<file path="src/rtl/bin2bcd_seq_if.sv">
// Handshake and digit bus between a bin2bcd_seq converter and its user.
// master drives bin/start; slave (the converter) drives status and digits.
interface bin2bcd_seq_if;
  logic [7:0] bin;
  logic       start;
  logic       busy;
  logic       done;
  logic [3:0] hundreds;
  logic [3:0] tens;
  logic [3:0] ones;

  modport master (output bin, start, input busy, done, hundreds, tens, ones);
  modport slave  (input bin, start, output busy, done, hundreds, tens, ones);
endinterface

</file>
<file path="src/rtl/bin2bcd_seq.sv">
// Sequential 8-bit binary to 3-digit BCD (double dabble), one bit per clock, 8 cycles start->done.
// Optional leading-zero blanking via `BIN2BCD_LZ_BLANK_EN; start is ignored while busy.
module bin2bcd_seq (
  input  logic          clk,
  input  logic          rst_n,
  bin2bcd_seq_if.slave  conv
);

  typedef enum logic {IDLE, SHIFT} state_t;

`ifdef BIN2BCD_LZ_BLANK_EN
  localparam logic [3:0] HUN_RST = 4'hF;
  localparam logic [3:0] TEN_RST = 4'hF;
`else
  localparam logic [3:0] HUN_RST = 4'h0;
  localparam logic [3:0] TEN_RST = 4'h0;
`endif

  state_t      state_q;
  logic [7:0]  sr_q;
  logic [11:0] bcd_q;
  logic [2:0]  cnt_q;
  logic        busy_q;
  logic        done_q;
  logic [3:0]  hun_q, ten_q, one_q;

  logic [11:0] bcd_adj;
  logic [11:0] bcd_d;
  logic [7:0]  sr_d;
  logic [3:0]  hun_d, ten_d, one_d;

  always_comb begin
    bcd_adj = bcd_q;
    for (int n = 0; n < 3; n++) begin
      if (bcd_q[n*4 +: 4] >= 4'd5)
        bcd_adj[n*4 +: 4] = bcd_q[n*4 +: 4] + 4'd3;
    end
    bcd_d = {bcd_adj[10:0], sr_q[7]};
    sr_d  = {sr_q[6:0], 1'b0};
    hun_d = bcd_d[11:8];
    ten_d = bcd_d[7:4];
    one_d = bcd_d[3:0];
`ifdef BIN2BCD_LZ_BLANK_EN
    // Blank tens only when hundreds is also zero, so e.g. 105 still shows 1,0,5.
    if (bcd_d[11:8] == 4'd0) begin
      hun_d = 4'hF;
      if (bcd_d[7:4] == 4'd0)
        ten_d = 4'hF;
    end
`endif
  end

  always_ff @(posedge clk or negedge rst_n) begin
    if (!rst_n) begin
      state_q <= IDLE;
      sr_q    <= '0;
      bcd_q   <= '0;
      cnt_q   <= '0;
      busy_q  <= 1'b0;
      done_q  <= 1'b0;
      hun_q   <= HUN_RST;
      ten_q   <= TEN_RST;
      one_q   <= 4'h0;
    end else begin
      done_q <= 1'b0;
      case (state_q)
        IDLE: begin
          if (conv.start) begin
            sr_q    <= conv.bin;
            bcd_q   <= '0;
            cnt_q   <= '0;
            busy_q  <= 1'b1;
            state_q <= SHIFT;
          end
        end
        SHIFT: begin
          sr_q  <= sr_d;
          bcd_q <= bcd_d;
          cnt_q <= cnt_q + 3'd1;
          if (cnt_q == 3'd7) begin
            hun_q   <= hun_d;
            ten_q   <= ten_d;
            one_q   <= one_d;
            done_q  <= 1'b1;
            busy_q  <= 1'b0;
            state_q <= IDLE;
          end
        end
        default: state_q <= IDLE;
      endcase
    end
  end

  assign conv.busy     = busy_q;
  assign conv.done     = done_q;
  assign conv.hundreds = hun_q;
  assign conv.tens     = ten_q;
  assign conv.ones     = one_q;

endmodule

</file>
<file path="src/flat_wrapper.sv">
// flat-port wrapper written by rule: the top's interface ports become plain ports
module bin2bcd_seq_flat 
  (clk, rst_n, conv_bin, conv_start, conv_busy, conv_done, conv_hundreds, conv_tens, conv_ones);
  bin2bcd_seq_if conv_i ();
  input  logic clk;
  input  logic rst_n;
  input wire logic [$bits(conv_i.bin)-1:0] conv_bin;
  input wire logic [$bits(conv_i.start)-1:0] conv_start;
  output wire logic [$bits(conv_i.busy)-1:0] conv_busy;
  output wire logic [$bits(conv_i.done)-1:0] conv_done;
  output wire logic [$bits(conv_i.hundreds)-1:0] conv_hundreds;
  output wire logic [$bits(conv_i.tens)-1:0] conv_tens;
  output wire logic [$bits(conv_i.ones)-1:0] conv_ones;
  assign conv_i.bin = conv_bin;
  assign conv_i.start = conv_start;
  assign conv_busy = conv_i.busy;
  assign conv_done = conv_i.done;
  assign conv_hundreds = conv_i.hundreds;
  assign conv_tens = conv_i.tens;
  assign conv_ones = conv_i.ones;
  bin2bcd_seq u_core (.clk(clk), .rst_n(rst_n), .conv(conv_i));
endmodule
</file>
<file path="config.mk">
export PLATFORM = sky130hd
export DESIGN_NAME = bin2bcd_seq_flat
export DESIGN_NICKNAME = d
export VERILOG_FILES = /design/src/rtl/bin2bcd_seq_if.sv /design/src/rtl/bin2bcd_seq.sv /design/src/flat_wrapper.sv
export SDC_FILE = /design/constraint.sdc
export NUM_CORES = 1
export LEC_CHECK = 0
export CAP_MARGIN = 20
export CELL_PAD_IN_SITES_DETAIL_PLACEMENT = 2
export CELL_PAD_IN_SITES_GLOBAL_PLACEMENT = 2
export CORE_MARGIN = 2
export CORE_UTILIZATION = 37
export CTS_CLUSTER_SIZE = 24
export DETAILED_ROUTE_END_ITERATION = 10
export PLACE_DENSITY_LB_ADDON = 0.1
export SYNTH_ARGS = -nofsm -noshare
export SYNTH_HDL_FRONTEND = slang
export SYNTH_SLANG_ARGS = --single-unit
</file>
<file path="constraint.sdc">
create_clock -name clk -period 3.7 [get_ports clk]
set_clock_uncertainty 0.05 [all_clocks]
set_input_delay 0.555 -clock clk [delete_from_list [all_inputs] [get_ports clk]]
set_output_delay 0.555 -clock clk [all_outputs]
set_load 0.005 [all_outputs]
</file>
==> flow_summary.json <==
{
  "status": "complete, no violations",
  "power_mw": 2.15,
  "synth-seq-area-share": 0.478,
  "clock_tree.root_cell": "sky130_fd_sc_hd__clkbuf_8",
  "synth_cells": 204,
  "ys_ff_latch": 38,
  "finish.instance_area_mm2": 0.00235,
  "critPathCaptureType": "flip-flop",
  "synth-main-ff-cell": "sky130_fd_sc_hd__dfrtp_1",
  "yosysTopAreaCell": "sky130_fd_sc_hd__dfrtp_1",
  "area_delta_synth_final_pct": 18.0,
  "ys_warn_count": 0,
  "cts-hold-fix-buffers": 0,
  "drt_pass1_iterations": 4,
  "worst-endpoint-arrival_ps": 2210,
  "htree_levels": 2,
  "netlist_area_mm2": 0.00199,
  "critical_path_required_ps": 3790,
  "place.gp.congestion": 0.789,
  "synth-async-reset-ratio": 1.00,
  "first_global_vias": 1804,
  "total_die_area_mm2": 0.00598,
  "reg2reg_slack_ps": 1590,
  "synth_common_cells": "38 x sky130_fd_sc_hd__dfrtp_1, 28 x sky130_fd_sc_hd__nand2_1, 16 x sky130_fd_sc_hd__o21ai_0",
  "pin_count": 25,
  "hold_class": "primary input to async pin",
  "antenna_cells": 0,
  "finalWorstSetupSlack_ps": 1590,
  "cts_inserted_buffers": 5,
  "p_per_area_mw_per_mm2": 915,
  "floorplan.rows": 26,
  "insertion_delay_of_the_later_clocked_pin_in_the_worst_skew_pair_ps": 300,
  "timing_max_transition_violations_final": 0,
  "grt_antenna_before_repair": 0,
  "setup_total_negative_slack_ps": 0,
  "synth_area_in_compound_gates": 0.187,
  "final_net_count": 240,
  "fin_crit_ps": 2110,
  "cts_sinks": 38,
  "synth.mux.area_fraction": 0.0453,
  "fillerInstances": 573,
  "routed_wire_length_per_instance_um": 19.2,
  "synth_top_family_by_area": "compound AO/OA/AOI/OAI gates",
  "grt.overflow.total": 0,
  "port_buffers": 24,
  "worst-setup-path-type": "flip-flop to flip-flop",
  "relSlewSlack": 0.408,
  "postSynthNetCount": 223,
  "unrepaired_setup_endpoints_after_global_routing": "no",
  "start_util": 0.387,
  "dr_total_vias": 1603,
  "final_layout_size_suffix_gt1_frac": 0.0633,
  "source_of_the_worst_register_to_register_timing_path": "u_core.cnt_q[0]$_DFFE_PN0P_",
  "ctsLongestPathBuffers": 2,
  "placed_area_mm2": 0.00224,
  "hpwl_um": 3870,
  "ir_worst_vdd_mv": 0.279,
  "synthXorXnorAreaFrac": 0,
  "synthSimpleGateAreaFrac": 0.179,
  "hold_viol": 0,
  "antenna_violating_nets_post_route": 0,
  "floorplan.die.height_um": 77.4,
  "worst_slew_pin_slew_ps": 888,
  "report.final.setup_viol": 0,
  "ys_types": 36,
  "post_cts_resize_count": 0,
  "synthAdderAreaFrac": 0.0503,
  "synth_enable_flop_cells": 0,
  "viasPerCell": 5.51,
  "finalCritPeriodShare": 0.571,
  "drt_wl_total_um": 5590,
  "p_leak_nw": 1.01,
  "core_area_mm2": 0.00514,
  "netlist.area_leader.share": 0.478,
  "timing.rr.end": "u_core.conv.ones[1]$_DFFE_PN0P_",
  "hold-worst-slack_ps": 324,
  "avgSynthCellArea_um2": 9.76,
  "grt_first_pass_wirelength_um": 9640,
  "timing.critical_path.fanout_max": 22,
  "postLayoutCoreUtil": 0.457,
  "die_width_um": 77.4,
  "global_route.usage.total": 0.209,
  "maximum_number_of_pins_on_one_net_before_global_route_repair": 39,
  "remaining_drc_errors": 0,
  "initialDrtViolationCount": 60,
  "max_clock_freq_mhz": 474,
  "dpl_worst_slack_ps": 1260,
  "yosysMostFrequentCell": "sky130_fd_sc_hd__dfrtp_1",
  "cts_post_setup_buffers_inserted": 0,
  "post_synth_main_area_contributors": "sky130_fd_sc_hd__dfrtp_1 48%, sky130_fd_sc_hd__nand2_1 5.3%, sky130_fd_sc_hd__ha_1 5.0%",
  "cts_tree": "done",
  "place_inst": 284,
  "cts.reportedPaths.clkPinSlew_ps": 80,
  "worstRegToRegCells": 6,
  "drv.max_cap_violation_count": 0,
  "cp-start-kind": "flip-flop",
  "final_cell_count_no_fill": 291
}
-- state kept, by name, summed over array words and instances (netlist names), 3 cells and up --
| register | cells |
|---|---|
| u_core.conv.tens | 4 |
| u_core.conv.ones | 4 |
| u_core.bcd_q | 12 |
| u_core.conv.hundreds | 4 |
| u_core.sr_q | 8 |
| u_core.cnt_q | 3 |
-- cells by family after synthesis --
kind of cell | count (synthesis)
AOI/OAI and AO/OA | 52
adders and majority gates | 8
muxes | 9
and+or+nand+nor | 72
DFF | 38
buffers and inverters | 25
-- critical path, cell delays in order (launching register included) --
cell and delay, ps:
sky130_fd_sc_hd__dfrtp_1 410, sky130_fd_sc_hd__ha_1 220, sky130_fd_sc_hd__ha_1 270, sky130_fd_sc_hd__nand2_2 390, sky130_fd_sc_hd__inv_2 230, sky130_fd_sc_hd__a31oi_1 220, sky130_fd_sc_hd__o311ai_0 170
-- placed cells by master (no fill, tap or decap), types with 2 or more instances in the layout --
| cell type | synthesis | final |
|---|---|---|
| sky130_fd_sc_hd__a2111o_1 | 4 | 4 |
| sky130_fd_sc_hd__a211o_1 | 2 | 2 |
| sky130_fd_sc_hd__a211oi_1 | 3 | 3 |
| sky130_fd_sc_hd__a21boi_0 | 2 | 2 |
| sky130_fd_sc_hd__a21oi_1 | 5 | 5 |
| sky130_fd_sc_hd__a22o_1 | 2 | 2 |
| sky130_fd_sc_hd__a31oi_1 | 2 | 2 |
| sky130_fd_sc_hd__clkbuf_8 | 0 | 6 |
| sky130_fd_sc_hd__clkdlybuf4s50_1 | 0 | 23 |
| sky130_fd_sc_hd__dfrtp_1 | 38 | 38 |
| sky130_fd_sc_hd__ha_1 | 8 | 8 |
| sky130_fd_sc_hd__inv_1 | 8 | 8 |
| sky130_fd_sc_hd__inv_2 | 2 | 2 |
| sky130_fd_sc_hd__mux2i_1 | 9 | 9 |
| sky130_fd_sc_hd__nand2_1 | 28 | 28 |
| sky130_fd_sc_hd__nand2b_1 | 4 | 4 |
| sky130_fd_sc_hd__nand3_1 | 15 | 15 |
| sky130_fd_sc_hd__nand4_1 | 4 | 4 |
| sky130_fd_sc_hd__nor2_1 | 5 | 5 |
| sky130_fd_sc_hd__nor2b_1 | 4 | 4 |
| sky130_fd_sc_hd__nor3_1 | 2 | 2 |
| sky130_fd_sc_hd__nor3b_1 | 5 | 5 |
| sky130_fd_sc_hd__nor4_1 | 2 | 2 |
| sky130_fd_sc_hd__o21ai_0 | 16 | 16 |
| sky130_fd_sc_hd__o22ai_1 | 3 | 3 |
| sky130_fd_sc_hd__o31ai_1 | 7 | 7 |
| sky130_fd_sc_hd__or4_1 | 2 | 2 |
-- worst max-delay path by stage --
stage / endpoint / from / slack (ps)
floorplan: u_core.conv.hundreds[0]$_DFFE_PN0P_ / u_core.bcd_q[4]$_DFFE_PN0P_ / 2190
global placement: u_core.bcd_q[1]$_DFFE_PN0P_ / conv_start / 1350
detailed placement: u_core.bcd_q[1]$_DFFE_PN0P_ / conv_start / 1260
CTS: u_core.conv.ones[1]$_DFFE_PN0P_ / u_core.cnt_q[0]$_DFFE_PN0P_ / 1540
global route: u_core.conv.ones[1]$_DFFE_PN0P_ / u_core.cnt_q[0]$_DFFE_PN0P_ / 1420
finish: u_core.conv.ones[1]$_DFFE_PN0P_ / u_core.cnt_q[0]$_DFFE_PN0P_ / 1590
-- layer usage --
metal / GRT usage / wire (um) / vias to the layer above
met5: 0 / 0 / -
met4: 0.0661 / 95 / 0
met3: 0.0488 / 149 / 8
met2: 0.359 / 2950 / 23
met1: 0.259 / 2400 / 803
li1: - / - / 769
-- power breakdown --
group | internal [mW] | switching (mW) | leakage, nW
clock | 0.216 | 0.155 | 0.0573
sequential | 0.602 | 0.199 | 0.481
combinational | 0.428 | 0.549 | 0.468
-- cell type report --
class                      count  area (um^2)  share of cell area
clock buffer                   6         82.6              0.0352
clock inverter                 1         30.0              0.0128
inverter                      10         37.5              0.0160
multi-input combinational    141          917               0.391
sequential                    38          951               0.405
tap                           70         87.6              0.0373
timing repair buffer          25          243               0.103
(Power assumes the default switching activity.)
